$ cat src/rtl/sram_port_arbiter.sv
// sram_port_arbiter
//   Shares one asynchronous SRAM between a camera pixel writer (s0) and a
//   host readout/debug port (s1). Camera writes cannot be stalled, so they
//   land in a 2-entry FIFO that always wins arbitration. The host uses a
//   req/ack handshake for single-word reads and writes. Every SRAM pin and
//   host-side output comes straight from a flop.
//
// Ports
//   clk, reset_n          clock, asynchronous active-low reset
//   s0_WE/s0_Addr/s0_WD   camera write strobe (active low), address, data
//   s0_overflow           sticky: a camera word was dropped (FIFO full)
//   clr_overflow          synchronous clear of s0_overflow (set wins)
//   s1_req/s1_wr/s1_addr/s1_wdata  host request, held until s1_ack
//   s1_ack/s1_rdata       one-cycle completion pulse, read data
//   mem_CE_n/WE_n/OE_n    SRAM controls, active low
//   mem_A/mem_DQ_o        SRAM address and write data
//   mem_DQ_oe             DQ pad drive enable, active high
//   mem_DQ_i              SRAM read data
module sram_port_arbiter #(
  parameter int AW      = 18,
  parameter int DW      = 32,
  parameter int RD_WAIT = 2     // 1..2 cycles of OE_n low per read
) (
  input  logic          clk,
  input  logic          reset_n,
  input  logic          s0_WE,
  input  logic [AW-1:0] s0_Addr,
  input  logic [DW-1:0] s0_WD,
  output logic          s0_overflow,
  input  logic          clr_overflow,
  input  logic          s1_req,
  input  logic          s1_wr,
  input  logic [AW-1:0] s1_addr,
  input  logic [DW-1:0] s1_wdata,
  output logic          s1_ack,
  output logic [DW-1:0] s1_rdata,
  output logic          mem_CE_n,
  output logic          mem_WE_n,
  output logic          mem_OE_n,
  output logic [AW-1:0] mem_A,
  output logic [DW-1:0] mem_DQ_o,
  output logic          mem_DQ_oe,
  input  logic [DW-1:0] mem_DQ_i
);

  typedef enum logic [1:0] {IDLE, WR, WR_HOLD, RD} state_e;

  localparam logic [1:0] RD_LAST = 2'(RD_WAIT - 1);

  // Camera FIFO
  logic [AW-1:0] fifo_addr [2];
  logic [DW-1:0] fifo_data [2];
  logic          wr_ptr_q, rd_ptr_q;
  logic [1:0]    count_q;
  logic          overflow_q;

  // Access FSM and registered outputs
  state_e        state_q;
  logic          src_s1_q;     // access in flight belongs to the host
  logic [1:0]    rd_cnt_q;
  logic          ce_n_q, we_n_q, oe_n_q, dq_oe_q, ack_q;
  logic [AW-1:0] a_q;
  logic [DW-1:0] dq_o_q, rdata_q;

  logic          push, pop, push_ok, s0_avail, s1_pending;
  logic [AW-1:0] head_addr;
  logic [DW-1:0] head_data;

  // NOTE: every variable driven here gets a default first, so no path can
  // leave it unassigned and infer a latch.
  always_comb begin
    push      = ~s0_WE;
    // The head leaves the FIFO in the WR cycle of its own write.
    pop       = (state_q == WR) && !src_s1_q;
    push_ok   = push && ((count_q != 2'd2) || pop);
    // An incoming strobe counts as pending so an idle FSM grants it at once;
    // it is pushed into the head slot on the same edge and popped in WR.
    s0_avail  = (count_q != 2'd0) || push;
    head_addr = s0_Addr;
    head_data = s0_WD;
    if (count_q != 2'd0) begin
      head_addr = fifo_addr[rd_ptr_q];
      head_data = fifo_data[rd_ptr_q];
    end
    // The held request is not re-issued in its own ack cycle, nor in the
    // WR_HOLD cycle of the host write that is just finishing.
    s1_pending = s1_req && !ack_q && !((state_q == WR_HOLD) && src_s1_q);
  end

  // NOTE: FIFO storage has no reset; count and pointers alone define which
  // entries are valid, so clearing the data would buy nothing.
  always_ff @(posedge clk) begin
    if (push_ok) begin
      fifo_addr[wr_ptr_q] <= s0_Addr;
      fifo_data[wr_ptr_q] <= s0_WD;
    end
  end

  always_ff @(posedge clk or negedge reset_n) begin
    if (!reset_n) begin
      wr_ptr_q   <= 1'b0;
      rd_ptr_q   <= 1'b0;
      count_q    <= 2'd0;
      overflow_q <= 1'b0;
    end else begin
      if (push_ok) wr_ptr_q <= ~wr_ptr_q;
      if (pop)     rd_ptr_q <= ~rd_ptr_q;
      case ({push_ok, pop})
        2'b10:   count_q <= count_q + 2'd1;
        2'b01:   count_q <= count_q - 2'd1;
        default: count_q <= count_q;
      endcase
      if (push && !push_ok)  overflow_q <= 1'b1;
      else if (clr_overflow) overflow_q <= 1'b0;
    end
  end

  // NOTE: sequential state uses non-blocking assignments only, so every
  // flop samples the pre-edge values regardless of statement order.
  always_ff @(posedge clk or negedge reset_n) begin
    if (!reset_n) begin
      state_q  <= IDLE;
      src_s1_q <= 1'b0;
      rd_cnt_q <= 2'd0;
      ce_n_q   <= 1'b1;
      we_n_q   <= 1'b1;
      oe_n_q   <= 1'b1;
      dq_oe_q  <= 1'b0;
      a_q      <= '0;
      dq_o_q   <= '0;
      ack_q    <= 1'b0;
      rdata_q  <= '0;
    end else begin
      ack_q <= 1'b0;
      case (state_q)
        WR: begin
          state_q <= WR_HOLD;
          we_n_q  <= 1'b1;
        end
        RD: begin
          if (rd_cnt_q == 2'd0) begin
            state_q <= IDLE;
            ce_n_q  <= 1'b1;
            oe_n_q  <= 1'b1;
            rdata_q <= mem_DQ_i;
            ack_q   <= 1'b1;
          end else begin
            rd_cnt_q <= rd_cnt_q - 2'd1;
          end
        end
        default: begin  // IDLE and WR_HOLD: arbitrate for the next access
          if ((state_q == WR_HOLD) && src_s1_q) ack_q <= 1'b1;
          if (s0_avail) begin
            state_q  <= WR;
            src_s1_q <= 1'b0;
            ce_n_q   <= 1'b0;
            we_n_q   <= 1'b0;
            oe_n_q   <= 1'b1;
            dq_oe_q  <= 1'b1;
            a_q      <= head_addr;
            dq_o_q   <= head_data;
          end else if (s1_pending) begin
            src_s1_q <= 1'b1;
            ce_n_q   <= 1'b0;
            a_q      <= s1_addr;
            if (s1_wr) begin
              state_q <= WR;
              we_n_q  <= 1'b0;
              oe_n_q  <= 1'b1;
              dq_oe_q <= 1'b1;
              dq_o_q  <= s1_wdata;
            end else begin
              state_q  <= RD;
              we_n_q   <= 1'b1;
              oe_n_q   <= 1'b0;
              dq_oe_q  <= 1'b0;
              rd_cnt_q <= RD_LAST;
            end
          end else begin
            state_q <= IDLE;
            ce_n_q  <= 1'b1;
            we_n_q  <= 1'b1;
            oe_n_q  <= 1'b1;
            dq_oe_q <= 1'b0;
          end
        end
      endcase
    end
  end

  assign s0_overflow = overflow_q;
  assign s1_ack      = ack_q;
  assign s1_rdata    = rdata_q;
  assign mem_CE_n    = ce_n_q;
  assign mem_WE_n    = we_n_q;
  assign mem_OE_n    = oe_n_q;
  assign mem_A       = a_q;
  assign mem_DQ_o    = dq_o_q;
  assign mem_DQ_oe   = dq_oe_q;

endmodule

$ cat config.mk
export PLATFORM = sky130hd
export DESIGN_NAME = sram_port_arbiter
export DESIGN_NICKNAME = d
export VERILOG_FILES = /design/src/rtl/sram_port_arbiter.sv
export SDC_FILE = /design/constraint.sdc
export NUM_CORES = 1
export LEC_CHECK = 0
export ABC_AREA = 1
export CAP_MARGIN = 20
export CORE_ASPECT_RATIO = 1.25
export CORE_UTILIZATION = 35
export CTS_CLUSTER_DIAMETER = 80
export DETAILED_ROUTE_END_ITERATION = 8
export GPL_TIMING_DRIVEN = 0
export PLACE_DENSITY_LB_ADDON = 0.25
export SLEW_MARGIN = 20
export SYNTH_ARGS = -nofsm -noshare
export SYNTH_HDL_FRONTEND = slang
export SYNTH_SLANG_ARGS = --single-unit
$ cat constraint.sdc
create_clock -name clk -period 5.1 [get_ports clk]
set_input_delay 1.02 -clock clk [delete_from_list [all_inputs] [get_ports clk]]
set_output_delay 1.02 -clock clk [all_outputs]
set_load 0.02 [all_outputs]
Word level (Yosys, flattened, before mapping)
Memories as Yosys holds them, arrays and structs flattened.
Cells that the tools add are included.

word-level totals
  bits of input ports = 138
  output and inout bits = 88
  memories kept = 2
  flip-flop bits (word level) = 97
  memory bits (writable) = 100

memory list
  name       depth  width  rd ports  clocked after Yosys merged registers in  write ports  line  text
  fifo_data  2      32     1         0                                        1            52    logic [DW-1:0] fifo_data [2];
  fifo_addr  2      18     1         0                                        1            51    logic [AW-1:0] fifo_addr [2];

operators by class
  reductions and logical operators = 25
  bitwise operators = 5
  multiplexer cells = 41
  equal/unequal tests = 10
  $add $sub $neg = 3

operators by type and width
  operator               number
  $mux W32               4
  $mux W18               3
  $mux W1                19
  $mux W2                8
  $pmux W2 S2            3
  $reduce_bool A2 Y1     6
  $pmux W1 S2            4
  $eq A2 B2 Y1 const B   3
  $logic_and A1 B1 Y1    6
  $ne A2 B2 Y1 const B   3
  $reduce_and A2 Y1      3
  $not A1 Y1             5
  $reduce_and A5 Y1      1
  $eq A2 B1 Y1 const B   2
  $logic_not A1 Y1       4
  $ne A2 B1 Y1 const B   2
  $sub A2 B1 Y2 const B  2
  $reduce_and A3 Y1      1
  $add A2 B1 Y2 const B  1
  $logic_not A2 Y1       1
  $logic_or A1 B1 Y1     2
  $reduce_or A2 Y1       1

Depth between registers and ports, before layout
  depth after elaboration = 7
  depth in mapped cells = 10
  mapped depth without buffers = 9

Worst setup path before layout
No wires, ideal clock.

  path kind = in2reg
  start = input s0_WE
  end = memory fifo_addr[1][0], enable pin
  slack = 1.179 ns
  setup time = 0.459 ns
  stages on the path = 4
  arrival = 3.462 ns
  path through = buf_2 -> inv_1 -> nand2_1 -> nor2_1

on the way
  longest elaborated chain between the ends = 4

ends and longest elaborated chain
  element                        line  text
  start: declaration             26    input logic s0_WE,
  $not A1 Y1                     72    push = ~s0_WE;
  $logic_and A1 B1 Y1            75    push_ok = push && ((count_q != 2'd2) || pop);
  $mux W1                        93    if (push_ok) begin
  $mux W1 (implied by the code)  94    fifo_addr[wr_ptr_q] <= s0_Addr;
  end: declaration               51

No other way between the ends.

Final worst setup path
  start = register oe_n_q, in the netlist mem_OE_n
  end = output mem_OE_n

RTL lines
  element                   line  text
  start: declaration        61    logic ce_n_q, we_n_q, oe_n_q, dq_oe_q, ack_q;
  start signal: assignment  127   oe_n_q <= 1'b1;
  start signal: assignment  144   oe_n_q <= 1'b1;
  start signal: assignment  158   oe_n_q <= 1'b1;
  end: declaration          39    output logic mem_OE_n,

No word-level cell between the ends.

==> impl_metrics.csv <==
group,metric,value,unit
synthesis,synthXorXnorAreaFrac,0.310,%
place,io_buffers,224,
floorplan,fp.dieH,176,µm
global_route,grt_use_met1,21.9,%
clock_tree,cts_buffers,17,
drt,num_vias,6583,
critical_path,required,4.08,ns
global_route,grt-ovfl-total,0,
global_route,grt_usage,18.8,%
finish,mostFrequentLayoutCells,"nand2_1, clkdlybuf4s50_1, edfxtp_1, dfrtp_1, o21ai_0",
synthesis,synthMuxAreaShare,4.25,%
clock_tree,cts_tree,"yes",
critical_path,critPathTopFamily,"buffers and inverters",
global_route,grt_pass1_vias,6630,
clock_tree,clk_pin_slew,0.07,ns
timing,relSlewSlack,61.0,%
clock_tree,cts_root_buf,"clkbuf_16",
synthesis,synth_compound_gate_area_share,5.23,%
floorplan,ios,226,
timing,finalMaxSlewViolations,0,
place,dpl.hpwl,16200,µm
place,dp_cells,1425,
global_route,grt_pass1_wl,35500,µm
timing,tightest_slew,0.585,ns
synthesis,synth_fa_ha_area_share,0.295,%
global_route,use_met3,3.31,%
critical_path,crit_fanout,2,
finish,instances_no_fill,1457,
job,max_cap_violations,0,
finish,layout.nets,1259,
timing,hold_ws,0.467,ns
drt,drc,0,
timing,fin_crit_sh,51.2,%
synthesis,synth_seq_cells,197,
synthesis,yosys_warnings,0,
critical_path,crit_path_start_kind,"register",
place,place_congestion,0.797,
floorplan,start_util,35.8,%
timing,rsz0062_at_grt,"no",
critical_path,end_kind,"output pin",
global_route,grt_busiest_layer,"met2",
drt,vias_per_cell,4.52,
drt,wl_per_cell,15.6,µm
clock_tree,insertion_delay,0.43,ns
timing,finalHoldViolCount,0,
timing,fmax,0.383,GHz
power,ir_worst_vdd,0.000267,V
global_route,use_met2,34.9,%
critical_path,slowest_delay,0.63,ns
critical_path,cpMaxStageDelayCell,"clkdlybuf4s50_1",
critical_path,crit_chain,"clkdlybuf4s50_1",
clock_tree,cts_setup_buffers,0,
finish,flow.area_growth_from_synthesis,40.6,%
synthesis,synth_area,8490,µm²
critical_path,crit_type,"reg2out",
worst_hold_path,hold_path.class,"reg2reg",
finish,final_common_cell,"nand2_1",
synthesis,seq_area_frac_synth,64.0,%
floorplan,die_w,141,µm
clock_tree,post_cts_resized,0,
clock_tree,htree_levels,4,
synthesis,syn_inst,869,
timing,tns,0,ns
drt,ant_nets,0,
timing,setup_viol_count_final,0,
synthesis,yosysUniqueCellTypes,29,
clock_tree,clock_sinks,197,
floorplan,die-area,24900,µm²
drt,totalWireLength,22700,µm
finish,layout-drive-gt1-share,10.5,%
floorplan,row_count,63,
finish,antenna_cells,0,
global_route,grt_max_degree,64,
critical_path,crit_buf_inv,1,
power,p_leak,5.19,nW
clock_tree,hold_buffers,0,
drt,dr.pass1.iters,4,
timing,clock_skew,0.0104,ns
floorplan,coreArea,23700,µm²
power,power_density,624,nW/µm²
status,status,"finished, final reports clean",
clock_tree,cts_max_path_buffers,2,
synthesis,syn-num-nets,1009,
drt,drt_iter0_drc,309,
synthesis,synth_simple_gate_area_share,21.7,%
critical_path,cp.arrival,1.59,ns
synthesis,synth_top_family_by_area,"simple AND/OR/NAND/NOR gates",
timing,post-route-min-period,2.61,ns
synthesis,syn_area_per_cell,9.76,µm²
global_route,grt_antenna_before_repair,0,
==> cell families (layout without fill, tap and decap cells) <==
group,Yosys count,after routing
AOI/OAI and AO/OA,88,88
xor gates and xnor gates,3,3
adders and majority gates,2,2
buffers and inverters,80,343
DFF,197,197
muxes,32,32
and+or+nand+nor,467,467
==> synth_stat cells <==
library cell | instances | share of area (%)
a21oi_1 | 35 | 2.1
buf_2 | 24 | 1.4
buf_4 | 5 | 0.44
clkbuf_1 | 14 | 0.62
clkbuf_4 | 1 | 0.089
clkinv_1 | 1 | 0.044
dfrtp_1 | 94 | 28
dfstp_2 | 3 | 0.93
edfxtp_1 | 100 | 35
ha_1 | 2 | 0.29
inv_1 | 31 | 1.4
inv_2 | 3 | 0.13
inv_4 | 1 | 0.074
mux2_1 | 1 | 0.13
mux2_2 | 31 | 4.1
nand2_1 | 390 | 17
nand2_2 | 3 | 0.22
nand2_4 | 2 | 0.27
nand3_1 | 25 | 1.5
nand3b_1 | 1 | 0.089
nand4_1 | 1 | 0.074
nor2_1 | 40 | 1.8
nor2_2 | 2 | 0.15
nor2_4 | 3 | 0.40
o21a_1 | 1 | 0.089
o21ai_0 | 51 | 3.0
o22ai_1 | 1 | 0.074
xnor2_1 | 2 | 0.21
xor2_1 | 1 | 0.10
==> final timing paths <==
check | start | to | slack, ns | cells after the start
max | mem_OE_n$_DFFE_PN1P_ | mem_OE_n | 2.49 | 1
min | mem_OE_n$_DFFE_PN1P_ | mem_OE_n$_DFFE_PN1P_ | 0.47 | 2
max reg2reg | state_q[0]$_DFFE_PN0N_ | fifo_data[1][22]$_DFFE_PP_ | 2.73 | 10
min reg2reg | mem_OE_n$_DFFE_PN1P_ | mem_OE_n$_DFFE_PN1P_ | 0.47 | 2
max in group asynchronous | reset_n | mem_WE_n$_DFFE_PN1N_ | 3.94 | 2
min in group asynchronous | reset_n | mem_DQ_o[7]$_DFFE_PN0P_ | 0.49 | 1
==> registers in the layout, summed over array words and instances, names as in the netlist <==
name and cells:
mem_DQ_oe 1, s1_rdata 32, state_q 2, count_q 2
fifo_data 64, mem_WE_n 1, fifo_addr 36, s0_overflow 1
src_s1_q 1, mem_A 18, s1_ack 1, mem_DQ_o 32
wr_ptr_q 1, rd_cnt_q 2, rd_ptr_q 1, mem_OE_n 1
mem_CE_n 1
==> power breakdown <==
group	internal (W)	leakage (nW)	switching (W)
clock	0.000681	0.289	0.000658
sequential	0.00230	2.10	0.000245
combinational	0.00151	2.80	0.00205
total	0.00449	5.19	0.00295
==> through the flow <==
stage	power [W]	utilization, %	cell area, µm²	setup WS, ns
2_1_floorplan	0.00465	-	8490	1.18
3_3_place_gp	0.00604	46.9	11100	-1.13
3_5_place_dp	0.00619	47.8	11300	2.29
4_1_cts	0.00755	50.3	11900	2.44
5_1_grt	0.00797	50.3	11900	2.44
6_report	0.00744	50.3	11900	2.49
==> layer usage <==
layer / vias to the layer above / wire length (µm)
met2: 153 / 12200
met5: - / 0
met3: 18 / 941
met1: 3092 / 9300
met4: 0 / 307
li1: 3320 / -
==> tightest hold or removal path, cell delays in order, from the launching register on <==
cell and delay, ns:
dfstp_2 0.37, nand2_1 0.05, nand2_1 0.05
==> cell type report <==
cell class              instances  area [µm²]
multi-input cells             592        2710
clock inverters                13         136
flip-flops and latches        197        5430
well taps                     325         407
repair buffers                231        2440
plain buffers                  44         218
clock buffers                  19         454
fillers                      2165       11800
inverters                      36         138
(Power assumes the default switching activity.)
